<file path="config.mk">
export PLATFORM = sky130hd
export DESIGN_NAME = lsu_align_unit
export DESIGN_NICKNAME = d
export VERILOG_FILES = /design/src/rtl/lsu_align_unit.sv
export SDC_FILE = /design/constraint.sdc
export NUM_CORES = 1
export LEC_CHECK = 0
export CORE_ASPECT_RATIO = 0.5
export CORE_MARGIN = 5
export CORE_UTILIZATION = 53
export DETAILED_ROUTE_END_ITERATION = 12
export GPL_TIMING_DRIVEN = 1
export HOLD_SLACK_MARGIN = 0.05
export PLACE_DENSITY = 0.86
export SETUP_SLACK_MARGIN = 0.15
export SYNTH_ARGS = -nofsm -noshare
export SYNTH_HDL_FRONTEND = slang
export SYNTH_SLANG_ARGS = --single-unit
</file>
<file path="constraint.sdc">
create_clock -name clk -period 10 [get_ports clk]
set_input_delay 1.5 -clock clk [delete_from_list [all_inputs] [get_ports clk]]
set_output_delay 1.5 -clock clk [all_outputs]
set_load 0.01 [all_outputs]
</file>
<file path="src/rtl/lsu_align_unit.sv">
// lsu_align_unit: load/store alignment between memory stage and data port.
// Define LSU_MISALIGN_SPLIT_EN to split misaligned accesses into two beats.
module lsu_align_unit #(
  parameter int WIDTH  = 32,
  parameter int ADDR_W = 32
) (
  input  logic              clk,
  input  logic              reset,
  input  logic              req_valid,
  output logic              req_ready,
  input  logic              req_store,
  input  logic [2:0]        req_funct3,
  input  logic [ADDR_W-1:0] req_addr,
  input  logic [WIDTH-1:0]  req_wdata,
  output logic              rsp_valid,
  output logic [WIDTH-1:0]  rsp_rdata,
  output logic              rsp_err,
  output logic              mem_req,
  input  logic              mem_gnt,
  output logic              mem_we,
  output logic [ADDR_W-1:0] mem_addr,
  output logic [WIDTH/8-1:0] mem_be,
  output logic [WIDTH-1:0]  mem_wdata,
  input  logic              mem_rvalid,
  input  logic [WIDTH-1:0]  mem_rdata
);
  localparam int NB = WIDTH / 8;
  localparam int OW = $clog2(NB);
`ifdef LSU_MISALIGN_SPLIT_EN
  localparam bit SPLIT = 1'b1;
`else
  localparam bit SPLIT = 1'b0;
`endif
  typedef enum logic [2:0] {
    IDLE, REQ0, WAIT0,
`ifdef LSU_MISALIGN_SPLIT_EN
    REQ1, WAIT1,
`endif
    RESP
  } state_t;
  state_t state, nxt;
  logic              lat_store, lat_split;
  logic [2:0]        lat_f3;
  logic [ADDR_W-1:0] lat_addr;
  logic [WIDTH-1:0]  lat_wdata, d0;
  logic              src_store;
  logic [2:0]        src_f3;
  logic [ADDR_W-1:0] src_addr, addr0, addr1;
  logic [WIDTH-1:0]  src_wdata, hi, lo, raw, lft, ext;
  logic signed [WIDTH-1:0] sext;
  logic [OW-1:0]     off;
  logic [3:0]        nbytes;
  logic [7:0]        sh;
  logic              mis, bad;
  logic [2*NB-1:0]   bsh;
  logic [2*WIDTH-1:0] wsh;
  // Fields come straight from the request while idle, from the latch afterwards.
  always_comb begin
    src_store = (state == IDLE) ? req_store  : lat_store;
    src_f3    = (state == IDLE) ? req_funct3 : lat_f3;
    src_addr  = (state == IDLE) ? req_addr   : lat_addr;
    src_wdata = (state == IDLE) ? req_wdata  : lat_wdata;
    off       = src_addr[OW-1:0];
    nbytes    = 4'd1 << src_f3[1:0];
    mis       = (5'(off) + 5'(nbytes)) > 5'(NB);
    bad       = (WIDTH == 32 && src_f3[1:0] == 2'b11)
             || (!src_store && src_f3[2:1] == 2'b11 && (WIDTH == 32 || src_f3[0]))
             || (src_store && src_f3[2])
             || (mis && !SPLIT);
    bsh       = (((2*NB)'(1) << nbytes) - (2*NB)'(1)) << off;
    wsh       = {{WIDTH{1'b0}}, src_wdata} << {off, 3'b000};
    addr0     = {src_addr[ADDR_W-1:OW], {OW{1'b0}}};
    addr1     = addr0 + ADDR_W'(NB);
    hi        = lat_split ? mem_rdata : '0;
    lo        = lat_split ? d0 : mem_rdata;
    raw       = WIDTH'({hi, lo} >> {off, 3'b000});
    sh        = 8'(WIDTH) - {1'b0, nbytes, 3'b000};
    lft       = raw << sh;
    sext      = $signed(lft) >>> sh;
    ext       = src_f3[2] ? lft >> sh : sext;
  end
  always_ff @(posedge clk)
    if (reset) state <= IDLE;
    else       state <= nxt;
  always_comb begin
    nxt = state;
    case (state)
      IDLE:  nxt = req_valid ? (bad ? RESP : REQ0) : IDLE;
      REQ0:  nxt = mem_gnt ? WAIT0 : REQ0;
`ifdef LSU_MISALIGN_SPLIT_EN
      WAIT0: nxt = mem_rvalid ? (lat_split ? REQ1 : RESP) : WAIT0;
      REQ1:  nxt = mem_gnt ? WAIT1 : REQ1;
      WAIT1: nxt = mem_rvalid ? RESP : WAIT1;
`else
      WAIT0: nxt = mem_rvalid ? RESP : WAIT0;
`endif
      RESP:  nxt = IDLE;
      default: nxt = IDLE;
    endcase
  end
  always_comb begin
    req_ready = state == IDLE;
    rsp_valid = state == RESP;
`ifdef LSU_MISALIGN_SPLIT_EN
    mem_req   = state == REQ0 || state == REQ1;
`else
    mem_req   = state == REQ0;
`endif
  end
  always_ff @(posedge clk)
    if (reset) begin
      lat_store <= 1'b0;
      lat_split <= 1'b0;
      lat_f3    <= '0;
      lat_addr  <= '0;
      lat_wdata <= '0;
      d0        <= '0;
      mem_we    <= 1'b0;
      mem_addr  <= '0;
      mem_be    <= '0;
      mem_wdata <= '0;
      rsp_rdata <= '0;
      rsp_err   <= 1'b0;
    end else begin
      if (state == IDLE && req_valid) begin
        lat_store <= req_store;
        lat_f3    <= req_funct3;
        lat_addr  <= req_addr;
        lat_wdata <= req_wdata;
        lat_split <= SPLIT && mis;
      end
      if (state == WAIT0 && mem_rvalid) d0 <= mem_rdata;
      // Beat 1 is loaded on the WAIT0 exit of a split access.
      if ((state == IDLE && nxt == REQ0) || (state == WAIT0 && mem_rvalid && lat_split)) begin
        mem_we    <= src_store;
        mem_addr  <= (state == WAIT0) ? addr1 : addr0;
        mem_be    <= (state == WAIT0) ? bsh[2*NB-1:NB] : bsh[NB-1:0];
        mem_wdata <= (state == WAIT0) ? wsh[2*WIDTH-1:WIDTH] : wsh[WIDTH-1:0];
      end else if (mem_req && mem_gnt) begin
        mem_we    <= 1'b0;
        mem_addr  <= '0;
        mem_be    <= '0;
        mem_wdata <= '0;
      end
      if (nxt == RESP && state != RESP) begin
        rsp_err   <= state == IDLE;
        rsp_rdata <= (state == IDLE || lat_store) ? '0 : ext;
      end
    end
endmodule
</file>
==> results by group <==
Setup path
  • Critical Path End Type: flop
  • CP top delay family: simple AND/OR/NAND/NOR gates
  • Max FO, Critical Path: 52
  • CP peak stage delay: 0.69 ns
  • CP Launch Type: input pin
  • Critical path class: in -> reg
  • R2r startpoint: state[1]
  • Worst path buffer plus inverter count: 4
  • WP data arrival: around 6.4 ns
  • R2R depth: 13
  • R2r setup slk: around 4.8 ns
  • WP data required: about 10 ns
  • Cell Chain, Critical Path: clkdlybuf4s50_1 -> buf_4 -> nor3b_1 -> nor2_2 -> inv_1 -> ha_1 -> inv_1 -> fa_1 -> nor2b_1 -> nor2_1 -> a2111o_1 -> or2_2 -> nor2_2 -> a22o_1
  • Slowest CP cell: or2_2
  • R2R Path End: mem_wdata[18]

Logic synthesis
  • Post-synth EDFFs: 0
  • Synth Area in Simple Gates: 0.226
  • Top FF cell, synth: dfxtp_1
  • Most frequent cell after synthesis: nand2_1
  • Compound-gate portion of the synthesized area: 0.214
  • Multiplexer share of the synthesized area: 0.0871
  • Synth Area in Adders: 0.00553
  • Synth area leaders: dfxtp_1 41%, nand2_1 12%, a21oi_1 8.3%, mux2i_1 4.4%, clkbuf_1 3.1%
  • Netlist cell types: 67
  • Largest family of logic cells by synthesized area: simple AND/OR/NAND/NOR gates
  • Post-synth top cells: 254 x nand2_1, 167 x dfxtp_1, 135 x a21oi_1
  • Post-synthesis sequential area ratio: 0.410
  • Share of the synthesized area in the top cell type: 0.410
  • Synthesis Warnings: 0
  • Cell Area, Synth: 0.00815 mm2
  • Ys async rst share: 0
  • Xor/xnor cell area share of the yosys netlist: 0.00860
  • Yosys reg bits: between 150 and 200
  • Mapped Avg Cell Area: just under 8 um2
  • Synth area leader: dfxtp_1
  • Gate Count Post-Synth: around 1,000

STA
  • Total Neg Setup Slack: 0 ns
  • Final Hold Vio Count: 0
  • Min Hold Slack: between 0.4 and 0.5 ns
  • Worst rel slew slack: 0.133
  • Slew @ Worst Pin: between 1 and 1.5 ns
  • Fin Clk Skew: 0.0106 ns
  • Fmax: between 0.15 and 0.2 GHz
  • Unrepaired setup endpoints after global routing: false
  • Post-layout min period: 5.98 ns
  • Period utilization: 0.598
  • Setup-failing EPs final: 0
  • Pins Over Slew Limit: 0

Place
  • # port buffers: 207
  • GPL Wtd Cong: ~0.92
  • Post-DP HPWL: around 19,000 um

Power
  • Maximum vdd drop: 0.000146 V
  • Pwr dens: slightly below 200 mW/mm2
  • LEAKAGE: 0.00405 uW

Route
  • DR iter-0 viols: approximately 770
  • DRT antenna net count: 0
  • DRT Pass-1 Iters: 6
  • DR DRC count: 0
  • Vias: approximately 8,600
  • Final WL: between 20,000 and 30,000 um
  • Drt wl/cell: roughly 19 um
  • Drt via density: roughly 6.1

Global route
  • Total gr overflow: 0
  • Largest net degree at the start of global routing: 67
  • First-pass GRT wire length: between 40,000 and 50,000 um
  • Number of global-route vias before repair: slightly above 8,000
  • Initial antenna violation count: 0
  • Overall fraction of global-route tracks in use: 0.289

Floorplan
  • Die Y: approximately 100 um
  • Starting Density: 0.534
  • I/O pin total: 210
  • Die Area: 0.0181 mm2
  • Row Count: 32
  • Core Region: 0.0153 mm2
  • Die span in x: roughly 190 um

Finish
  • Fillers: ~1,200
  • Synth-to-Final Area Change: 32.6%
  • Antenna cell count: 0
  • Area occupied by multi-input gates: 0.00443 mm2
  • Sequential cell area: between 0.003 and 0.004 mm2
  • Layout cells sized above 1: 0.0732
  • # nets final: between 1,000 and 1,500

Clocking
  • Clk pin slew, worst setup/hold paths: around 0.070 ns
  • H-tree Lvls: 4
  • Clock root cell: clkbuf_16
  • Postcts setup bufs: 0
  • # resized after CTS: 0
  • CTS Buffer Depth: 2
  • CTS Sinks: ~170
  • Num CTS Buffers: 17
  • Hold-fix buffers, CTS: 0
  • Worst-Skew Late Latency: 0.43 ns
  • CTS tree: yes

Worst hold path
  • Hold Path End: lat_addr[11]
  • Hold path depth: 2
  • Hold_sp: lat_addr[11]
  • Min-Delay Path Class: reg -> reg

Status
  • Status: completed

Flow run
  • Max-Cap Viols: 0
==> per-stage QoR <==
step           utilization  instances  setup slack [ns]  cell area [um2]  power (uW)
2_1_floorplan            -       1037              4.72             8150        1210
3_3_place_gp         0.670       1375              3.87            10200        1450
3_5_place_dp         0.670       1375              3.70            10200        1470
4_1_cts              0.708       1407              4.09            10800        2110
5_1_grt              0.708       1407              3.74            10800        2220
6_report             0.708       1407              4.02            10800        2130
==> layout make-up <==
| type | instances | share of cell area |
|---|---|---|
| multi-input cells | 775 | 0.410 |
| flip-flops and latches | 167 | 0.310 |
| repair buffers | 219 | 0.200 |
| clock buffers | 17 | 0.0394 |
| well taps | 204 | 0.0236 |
| clock inverters | 15 | 0.0140 |
| inverters | 10 | 0.00348 |
==> how the worst max path moves through the flow <==
stage,slack (ns),startpoint,cells after the start,endpoint
3_5_place_dp,3.70,req_addr[0],14,mem_wdata[2]
5_1_grt,3.74,req_addr[0],14,mem_wdata[18]
2_1_floorplan,4.72,req_addr[0],17,mem_wdata[6]
6_report,4.02,req_addr[0],14,mem_wdata[18]
4_1_cts,4.09,req_addr[0],14,mem_wdata[5]
3_3_place_gp,3.87,req_addr[0],14,mem_wdata[1]
==> cells by family after synthesis <==
logic type,count (synthesis)
simple gates,422
buf+inv,95
compound gates,280
flops,167
mux,60
xor+xnor,8
fa+ha+maj,3
other cells,1
==> worst register-to-register path, cell delays in order, from the launching register on <==
cell      delay, ns
dfxtp_1        0.71
buf_4          0.33
or2_2          0.63
a21oi_1        0.46
inv_1          0.21
ha_1           0.16
inv_1          0.05
fa_1           0.46
nor2b_1        0.17
nor2_1         0.07
a2111o_1       0.54
or2_2          0.70
nor2_2         0.49
a22o_1         0.21
==> flip-flops by register name (all words and copies together), names as in the netlist <==
name / flops
lat_addr: 29
lat_f3: 3
lat_store: 1
lat_wdata: 32
mem_addr: 30
mem_be: 4
mem_wdata: 32
mem_we: 1
rsp_err: 1
rsp_rdata: 32
state: 2
==> layout by cell type (no fill, tap or decap), types with 5 or more instances in the layout <==
cell type / n
clkbuf_16: 17
o211ai_1: 10
o22ai_1: 8
a21oi_1: 135
o21ai_0: 33
buf_4: 13
mux4_2: 7
a211oi_1: 8
mux2i_1: 36
a2bb2oi_1: 5
and2_1: 6
nor3_1: 6
a32oi_1: 10
inv_8: 6
clkdlybuf4s50_1: 206
inv_6: 5
a21o_1: 5
inv_1: 8
a22oi_1: 13
dfxtp_1: 167
a22o_1: 10
nor2_1: 56
nand3_1: 49
a31oi_1: 5
nand2_1: 253
a211o_1: 6
mux2_2: 17
o2bb2ai_1: 9
or3_1: 11
xnor2_1: 6
==> layer usage <==
layer / wire [um] / vias to the layer above / global-route usage
met5: 0 / - / 0
met1: 10700 / 3983 / 0.370
li1: - / 3950 / -
met2: 12600 / 534 / 0.471
met4: 973 / 0 / 0.123
met3: 2760 / 84 / 0.0606
==> report_power, final <==
group / leakage (uW) / switching [uW] / total, uW / internal [uW]
Combinational: 0.00241 / 417 / 693 / 276
Clock: 0.000280 / 314 / 649 / 335
Sequential: 0.00136 / 49.2 / 784 / 734
Power figures use the tool's default switching activity.
